==> config.mk <==
export PLATFORM = sky130hd
export DESIGN_NAME = muldiv_unit
export DESIGN_NICKNAME = d
export VERILOG_FILES = /design/src/rtl/muldiv_unit_pkg.sv /design/src/rtl/md_signfix.sv /design/src/rtl/muldiv_unit.sv
export SDC_FILE = /design/constraint.sdc
export NUM_CORES = 1
export LEC_CHECK = 0
export BUFFER_PORTS_ARGS = -buffer_cell sky130_fd_sc_hd__buf_4
export CAP_MARGIN = 20
export CORE_UTILIZATION = 40
export DETAILED_ROUTE_END_ITERATION = 12
export GPL_ROUTABILITY_DRIVEN = 0
export PLACE_DENSITY = 0.67
export SYNTH_ARGS = -nofsm -noshare
export SYNTH_HDL_FRONTEND = slang
export SYNTH_SLANG_ARGS = --single-unit
export TNS_END_PERCENT = 20
==> constraint.sdc <==
create_clock -name CLK -period 3.3 [get_ports CLK]
set_clock_uncertainty 0.1 [all_clocks]
set_input_delay 0.165 -clock CLK [delete_from_list [all_inputs] [get_ports CLK]]
set_output_delay 0.165 -clock CLK [all_outputs]
set_load 0.01 [all_outputs]
==> src/rtl/muldiv_unit_pkg.sv <==
// Shared encodings for the multi-cycle multiply/divide unit: operation selects and FSM states.
package muldiv_unit_pkg;

  localparam logic [2:0] MD_MULT  = 3'd0;
  localparam logic [2:0] MD_MULTU = 3'd1;
  localparam logic [2:0] MD_DIV   = 3'd2;
  localparam logic [2:0] MD_DIVU  = 3'd3;
  localparam logic [2:0] MD_MTHI  = 3'd4;
  localparam logic [2:0] MD_MTLO  = 3'd5;

  typedef enum logic [1:0] {
    MDS_IDLE = 2'd0,
    MDS_MUL  = 2'd1,
    MDS_DIV  = 2'd2,
    MDS_FIX  = 2'd3
  } md_state_e;

endpackage

==> src/rtl/md_signfix.sv <==
// Conditional two's-complement negate, used both to take operand magnitudes and to
// restore the sign of mul/div results.
module md_signfix #(
  parameter int unsigned W = 32
) (
  input  logic         neg,
  input  logic [W-1:0] din,
  output logic [W-1:0] dout
);

  assign dout = neg ? ((~din) + W'(1)) : din;

endmodule

==> src/rtl/muldiv_unit.sv <==
// Multi-cycle shift-add multiply / restoring divide with architectural HI/LO registers.
// Operates on magnitudes; signs are applied in a single FIX cycle before HI/LO are written.
module muldiv_unit
  import muldiv_unit_pkg::*;
#(
  parameter int unsigned XLEN = 32
) (
  input  logic            CLK,
  input  logic            RST,
  input  logic            Start,
  input  logic [2:0]      Op,
  input  logic [XLEN-1:0] A,
  input  logic [XLEN-1:0] B,
  output logic            Busy,
  output logic            Done,
  output logic            DivByZero,
  output logic [XLEN-1:0] HI,
  output logic [XLEN-1:0] LO
);

  localparam int unsigned     CntW    = $clog2(XLEN);
  localparam logic [CntW-1:0] CntLast = CntW'(XLEN - 1);

  md_state_e state_q, state_d;
  logic [CntW-1:0]   cnt_q, cnt_d;
  // MUL: {product high, multiplier/product low}; DIV: {remainder, dividend/quotient}.
  logic [2*XLEN-1:0] acc_q, acc_d;
  logic [XLEN-1:0]   opnd_q, opnd_d;
  logic              neg_q, neg_d;
  logic              rem_neg_q, rem_neg_d;
  logic              is_div_q, is_div_d;
  logic [XLEN-1:0]   hi_q, hi_d, lo_q, lo_d;
  logic              done_q, done_d;
  logic              dbz_q, dbz_d;

  logic              signed_op, a_neg, b_neg;
  logic [XLEN-1:0]   a_mag, b_mag;
  logic [2*XLEN-1:0] prod_fix;
  logic [XLEN-1:0]   quo_fix, rem_fix;

  logic [XLEN-1:0]   mul_addend;
  logic [XLEN:0]     mul_sum;
  logic [2*XLEN-1:0] mul_next;
  logic [XLEN:0]     div_shift, div_diff;
  logic [2*XLEN-1:0] div_next;

  assign signed_op = (Op == MD_MULT) || (Op == MD_DIV);
  assign a_neg     = signed_op & A[XLEN-1];
  assign b_neg     = signed_op & B[XLEN-1];

  md_signfix #(.W(XLEN)) u_a_mag (.neg(a_neg), .din(A), .dout(a_mag));
  md_signfix #(.W(XLEN)) u_b_mag (.neg(b_neg), .din(B), .dout(b_mag));

  md_signfix #(.W(2*XLEN)) u_prod_fix (.neg(neg_q), .din(acc_q), .dout(prod_fix));
  md_signfix #(.W(XLEN)) u_quo_fix (
    .neg (neg_q),
    .din (acc_q[XLEN-1:0]),
    .dout(quo_fix)
  );
  md_signfix #(.W(XLEN)) u_rem_fix (
    .neg (rem_neg_q),
    .din (acc_q[2*XLEN-1:XLEN]),
    .dout(rem_fix)
  );

  // One shift-add step: conditionally add multiplicand to the high half, then shift right.
  assign mul_addend = acc_q[0] ? opnd_q : '0;
  assign mul_sum    = {1'b0, acc_q[2*XLEN-1:XLEN]} + {1'b0, mul_addend};
  assign mul_next   = {mul_sum, acc_q[XLEN-1:1]};

  // One restoring step: a borrow out of the trial subtract keeps the shifted remainder.
  assign div_shift = {acc_q[2*XLEN-1:XLEN], acc_q[XLEN-1]};
  assign div_diff  = div_shift - {1'b0, opnd_q};
  assign div_next  = div_diff[XLEN] ? {div_shift[XLEN-1:0], acc_q[XLEN-2:0], 1'b0}
                                    : {div_diff[XLEN-1:0], acc_q[XLEN-2:0], 1'b1};

  always_comb begin
    state_d   = state_q;
    cnt_d     = cnt_q;
    acc_d     = acc_q;
    opnd_d    = opnd_q;
    neg_d     = neg_q;
    rem_neg_d = rem_neg_q;
    is_div_d  = is_div_q;
    hi_d      = hi_q;
    lo_d      = lo_q;
    done_d    = 1'b0;
    dbz_d     = 1'b0;

    unique case (state_q)
      MDS_IDLE: begin
        if (Start) begin
          case (Op)
            MD_MTHI: hi_d = A;
            MD_MTLO: lo_d = A;
            MD_MULT, MD_MULTU: begin
              acc_d     = {{XLEN{1'b0}}, b_mag};
              opnd_d    = a_mag;
              neg_d     = a_neg ^ b_neg;
              rem_neg_d = 1'b0;
              is_div_d  = 1'b0;
              cnt_d     = '0;
              state_d   = MDS_MUL;
            end
            MD_DIV, MD_DIVU: begin
              if (B == '0) begin
                done_d = 1'b1;
                dbz_d  = 1'b1;
              end else begin
                acc_d     = {{XLEN{1'b0}}, a_mag};
                opnd_d    = b_mag;
                neg_d     = a_neg ^ b_neg;
                rem_neg_d = a_neg;
                is_div_d  = 1'b1;
                cnt_d     = '0;
                state_d   = MDS_DIV;
              end
            end
            default: ;
          endcase
        end
      end
      MDS_MUL, MDS_DIV: begin
        acc_d = (state_q == MDS_DIV) ? div_next : mul_next;
        cnt_d = cnt_q + CntW'(1);
        if (cnt_q == CntLast) state_d = MDS_FIX;
      end
      MDS_FIX: begin
        if (is_div_q) begin
          hi_d = rem_fix;
          lo_d = quo_fix;
        end else begin
          hi_d = prod_fix[2*XLEN-1:XLEN];
          lo_d = prod_fix[XLEN-1:0];
        end
        done_d  = 1'b1;
        state_d = MDS_IDLE;
      end
    endcase
  end

  always_ff @(posedge CLK) begin
    if (RST) begin
      state_q   <= MDS_IDLE;
      cnt_q     <= '0;
      acc_q     <= '0;
      opnd_q    <= '0;
      neg_q     <= 1'b0;
      rem_neg_q <= 1'b0;
      is_div_q  <= 1'b0;
      hi_q      <= '0;
      lo_q      <= '0;
      done_q    <= 1'b0;
      dbz_q     <= 1'b0;
    end else begin
      state_q   <= state_d;
      cnt_q     <= cnt_d;
      acc_q     <= acc_d;
      opnd_q    <= opnd_d;
      neg_q     <= neg_d;
      rem_neg_q <= rem_neg_d;
      is_div_q  <= is_div_d;
      hi_q      <= hi_d;
      lo_q      <= lo_d;
      done_q    <= done_d;
      dbz_q     <= dbz_d;
    end
  end

  assign Busy      = (state_q != MDS_IDLE);
  assign Done      = done_q;
  assign DivByZero = dbz_q;
  assign HI        = hi_q;
  assign LO        = lo_q;

endmodule

# Word-level counts from Yosys, hierarchy flattened
# Index checks and enable logic that the tools add are counted.
# word_totals
register_bits	172
word_cells	102
in_bits	70
# op_classes
reduce_logical	17
addsub	8
bitwise_logic	9
n_eq_ne	16
n_mux	41
# ops
op	n
2-to-1 mux 32 bit	12
2-to-1 mux 64 bit	5
one-hot mux 64 bit (2 select lines)	2
one-hot mux 32 bit (2 select lines)	3
adder 32 x 1 -> 32 bit (second input constant)	4
inverter 32 bit	4
adder 64 x 1 -> 64 bit (second input constant)	1
inverter 64 bit	1
adder 32 x 32 -> 33 bit	1
subtractor 33 x 32 -> 33 bit	1
zero test 32 bit	1
one-hot mux 5 bit (2 select lines)	2
AND reduction 4 bit	3
2-to-1 mux 5 bit	2
one-hot mux 1 bit (2 select lines)	4
nonzero test 2 bit	4
OR reduction 2 bit	4
equality test 3 x 2 -> 1 bit (second input constant)	2
equality test 3 bit (second input constant)	2
2-to-1 mux 1 bit	6
2-to-1 mux 2 bit	3
!= test 2 bit (second input constant)	3
one-hot mux 2 bit (3 select lines)	1
AND reduction 3 bit	2
other kinds (15)	18

# Depth between registers and ports, before layout
# depth
ltp_word	8
mapped_depth	15
mapped_depth_nobuf	13

# Modules after synthesis
# A second synthesis with hierarchy kept.
# unflattened
hier_cells	2146
area_unflattened_um2	17116.4
# modules_own_cells
mod	seq_area_each_um2	area_per_inst_um2	cells_per_inst	instances
muldiv_unit	3443.3	12359.4	1544	1
md_signfix (u_a_mag ...)	0.0	777.0	99	4
md_signfix (u_prod_fix)	0.0	1649.1	206	1

# Worst setup path before layout
# Ideal clock, no wire load.
# synth_timing
path_type	register to register
start	register acc_q[0]
end	register acc_q[60]
path_stages_with_launch	16
arrival_ps	3147
period_less_slack_ps	3327
setup_slack_ps	-27
required_time_ps	3120
path_buffers	3
path_cell_list	dfxtp_1 clkbuf_1 inv_1 clkbuf_1 nor2_1 ha_1 clkbuf_1 nand4_1 o22ai_1 a31oi_1 o31ai_1 a41oi_1 nor4_1 mux2i_1 or3_1 o211ai_1
# synth_between
elab_chain_len	4
# synth_lines
element	line_no	source
from (decl)	muldiv_unit.sv:27	logic [2*XLEN-1:0] acc_q, acc_d;
from (signal assigned)	muldiv_unit.sv:146	acc_q <= '0;
from (signal assigned)	muldiv_unit.sv:158	acc_q <= acc_d;
2-to-1 mux 32 bit	muldiv_unit.sv:67	assign mul_addend = acc_q[0] ? opnd_q : '0;
adder 32 x 32 -> 33 bit	muldiv_unit.sv:68	assign mul_sum = {1'b0, acc_q[2*XLEN-1:XLEN]} + {1'b0, mul_addend};
2-to-1 mux 64 bit	muldiv_unit.sv:124	acc_d = (state_q == MDS_DIV) ? div_next : mul_next;
one-hot mux 64 bit (2 select lines)	muldiv_unit.sv:90	unique case (state_q)
# No other way between the ends.
# A chain may end at the register's enable or synchronous reset.

# Final worst setup path
# layout_timing
start	register acc_q[2]
end	register hi_q[15] (netlist: HI[15])
# layout_between
elab_chain_len	5
# layout_lines
element	line_no	source
inverter 64 bit	md_signfix.sv:11	assign dout = neg ? ((~din) + W'(1)) : din;
adder 64 x 1 -> 64 bit	md_signfix.sv:11	
2-to-1 mux 64 bit	md_signfix.sv:11	
2-to-1 mux 32 bit	muldiv_unit.sv:129	if (is_div_q) begin
one-hot mux 32 bit (2 select lines)	muldiv_unit.sv:90	
to (signal assigned)	muldiv_unit.sv:163	hi_q <= hi_d;
to (decl)	muldiv_unit.sv:32	logic [XLEN-1:0] hi_q, hi_d, lo_q, lo_d;
# No other way between the ends.

==> results.cfg <==
[run_status]
status = complete, no violations

[finish]
finalNetCount = 2357
final_cell_count_no_fill = 2691
drive_gt1_share_pct = 18.4
diodes = 0
area_delta_synth_final_pct = 22.2

[clock_network]
cts_tree = built
cts_made_buffers = 17
htreeDepth = 4
clkTransAtPathRegs_ns = 0.07
root_buffer = clkbuf_16
insertion_delay_ns = 0.46
cts_sinks = 172
clock_path_buffers = 2

[global_route]
grt.overflow.total = 0
grt_pass1_wl_um = 85800
grt_pass1_vias = 15000
antenna_found_initial = 0
grt_max_degree = 99
grt_usage_pct = 28.9

[sta]
finalHoldViolCount = 0
fin_crit_sh_pct = 99.3
max_slew_margin_pct = 29.3
finalSetupViolCount = 0
tightest_slew_ns = 1.06
finalMaxSlewViolations = 0
fmaxAchievable_mhz = 305
period_needed_ns = 3.28
rsz0062_at_grt = true

[job]
drv_cap = 0

[floorplan]
core_um2 = 36500
die_area_um2 = 37900
rows = 70
io_pins = 137
dieHeight_um = 195
start_util_pct = 40.6
die_x_um = 195

[route]
num_vias = 16200
postRouteWirelength_um = 55800
wire_per_inst_um = 20.7
route.detailed.drc = 0
drtAntennaViolNets = 0
drt_iter0_drc = 1753
drt_first_pass_iters = 8
viasPerCell = 6.03

[setup_path]
slowest_delay_ns = 0.45
crit_chain = nor4_4 > buf_4 > nand4b_1 > nor4_1 > buf_4 > nor2_1 > o31ai_1 > xor2_1 > a211oi_1 > a21oi_1 > nor2_1
crit_required_ns = 3.52
cp_slowest_cell = nor4_1
end_kind = register
worst-setup-path-type = reg -> reg
start_kind = register
crit_arrival_ns = 3.50
cp_max_fo = 9

[synth]
syn-num-nets = 2178
syn-mean-instance-area_um2 = 7.30
ys_warn_count = 0
synth_area_leaders = dfxtp_1, nor2_1, a21oi_1, ha_1, xnor2_1
synth.top_cell.area_share_pct = 23.2
seq_area_frac_synth_pct = 23.2
synth_edf_count = 0
mappedNetlistArea_um2 = 14800
yosysUniqueCellTypes = 81
ys_ff_latch = 172
syn_inst = 2032
async_flop_share_pct = 0
synth_top_area_cell = dfxtp_1
synth_ff_type = dfxtp_1

[place]
dpl.cell_count = 2640
hpwl_um = 43200
portBuffers = 136

[pwr]
sequentialPowerShare_pct = 24.3
p_clk_share_pct = 19.8
p_switching_mw = 4.97
p_leak_nw = 7.36
combPwrFrac_pct = 55.8
p_per_area_nw_per_um2 = 626
swShare_pct = 43.8
peakVddDrop_mv = 0.483
finalPower_mw = 11.3
power.internal_mw = 6.38

[worst_hold_path]
hold_class = in -> reg
-- cells in the final DEF, fill, tap and decap left out, types with 71 or more instances in the layout --
| cell type | count |
|---|---|
| dfxtp_1 | 170 |
| o21ai_0 | 114 |
| nand2_1 | 165 |
| xor2_1 | 79 |
| a21oi_1 | 202 |
| ha_1 | 71 |
| buf_4 | 294 |
| a211oi_1 | 100 |
| xnor2_1 | 95 |
| mux2i_1 | 73 |
| nor2_1 | 277 |
-- sequential cells by signal (all words and copies together) (netlist names) --
signal     count
HI            32
state_q        2
rem_neg_q      1
DivByZero      1
cnt_q          5
Done           1
LO            32
is_div_q       1
acc_q         64
neg_q          1
opnd_q        32
-- layout make-up --
type                            instances  area, µm²
Sequential cell                       172       3450
Inverter                               57        216
Tap cell                              468        586
Timing Repair Buffer                  305       2420
Clock inverter                         11        181
Fill cell                            3501      18400
Multi-Input combinational cell       1658      10800
Clock buffer                           20        447
-- what timing repair did --
| action | CTS | global route |
|---|---|---|
| buffers inserted | 5 | 11 |
| endpoints found under the hold margin | 3 | 0 |
| gates cloned | 1 | 1 |
| endpoints found under the setup margin | 30 | 39 |
| pin swaps | 6 | 17 |
| hold buffers | 2 | 0 |
| gates resized for setup | 13 | 30 |
-- synth_stat cells (4+ instances only) --
cell type	number
nand2_1	165
clkbuf_1	121
or2_2	8
mux2i_1	73
nor3_1	51
nand3_1	34
xnor2_1	95
o22ai_1	12
o31ai_1	25
or4_1	11
ha_1	74
buf_1	8
a22oi_1	19
a211o_1	4
a31oi_1	23
nor3b_1	4
buf_6	4
o31a_1	4
o21ai_0	117
a211oi_1	102
nand4_1	13
a21oi_1	205
mux2_2	16
nor2b_1	12
a311oi_1	8
o21a_1	9
and3_1	12
nor2_1	280
dfxtp_1	172
nand2b_1	22
inv_1	57
o211ai_1	25
a41oi_1	4
o41ai_1	15
xor2_1	80
a21o_1	25
nand3b_1	4
and2_1	10
or3_1	27
nor4_1	15
buf_2	10
-- layer usage --
layer  wire [µm]  global-route usage, %
met1       23600                   38.8
met4        2750                   13.6
met3        5420                   5.41
met2       24000                   44.5
met5           0                      0
-- final timing paths --
path,end,startpoint,depth (start not counted),slack [ns]
min,opnd_q[0],A[0],3,0.01
min reg2reg,opnd_q[2],opnd_q[2],2,0.35
max reg2reg,HI[15],acc_q[2],11,0.02
max,HI[15],acc_q[2],11,0.02
-- per-stage QoR --
| stage | worst slack [ns] | setup TNS (ns) | utilization (%) | hold WS, ns | instance area [µm²] |
|---|---|---|---|---|---|
| finish | 0.0237 | 0 | 49.6 | 0.0134 | 18100 |
| floorplan | 0.00508 | 0 | - | 0.201 | 14800 |
| global route | -0.0689 | -0.361 | 49.6 | 0.0189 | 18100 |
| CTS | -0.0498 | -0.106 | 48.9 | 0.00131 | 17900 |
| detailed placement | -0.165 | -1.37 | 46.8 | 0.346 | 17100 |
| global placement | -0.0819 | -0.201 | 46.8 | 0.344 | 17100 |
-- critical path, delay by kind of cell (launching register included) --
| kind | cells | cell delay [ns] |
|---|---|---|
| AO/OA/AOI/OAI | 3 | 0.56 |
| XOR/XNOR | 1 | 0.36 |
| buffers and inverters | 2 | 0.40 |
| AND/OR/NAND/NOR | 5 | 1.27 |
| flip-flops | 1 | 0.43 |
-- logic make-up after synthesis --
logic type                 Yosys count  share of synthesized area [%]
and+or+nand+nor                    685                           21.3
AOI/OAI and AO/OA                  632                           27.0
DFF                                172                           23.2
muxes                               89                           6.14
buffers and inverters              202                           5.43
xor gates and xnor gates           176                           10.4
adders and majority gates           76                           6.51
-- power groups by stage --
stage	registers (mW)	logic [mW]	clock network [mW]
after floorplan	2.67	3.96	0
after global placement	2.76	5.74	0
after detailed placement	2.77	5.81	0
after CTS	2.73	6.03	2.25
after global routing	2.80	6.82	2.34
final	2.76	6.34	2.25
(Power assumes the default switching activity.)
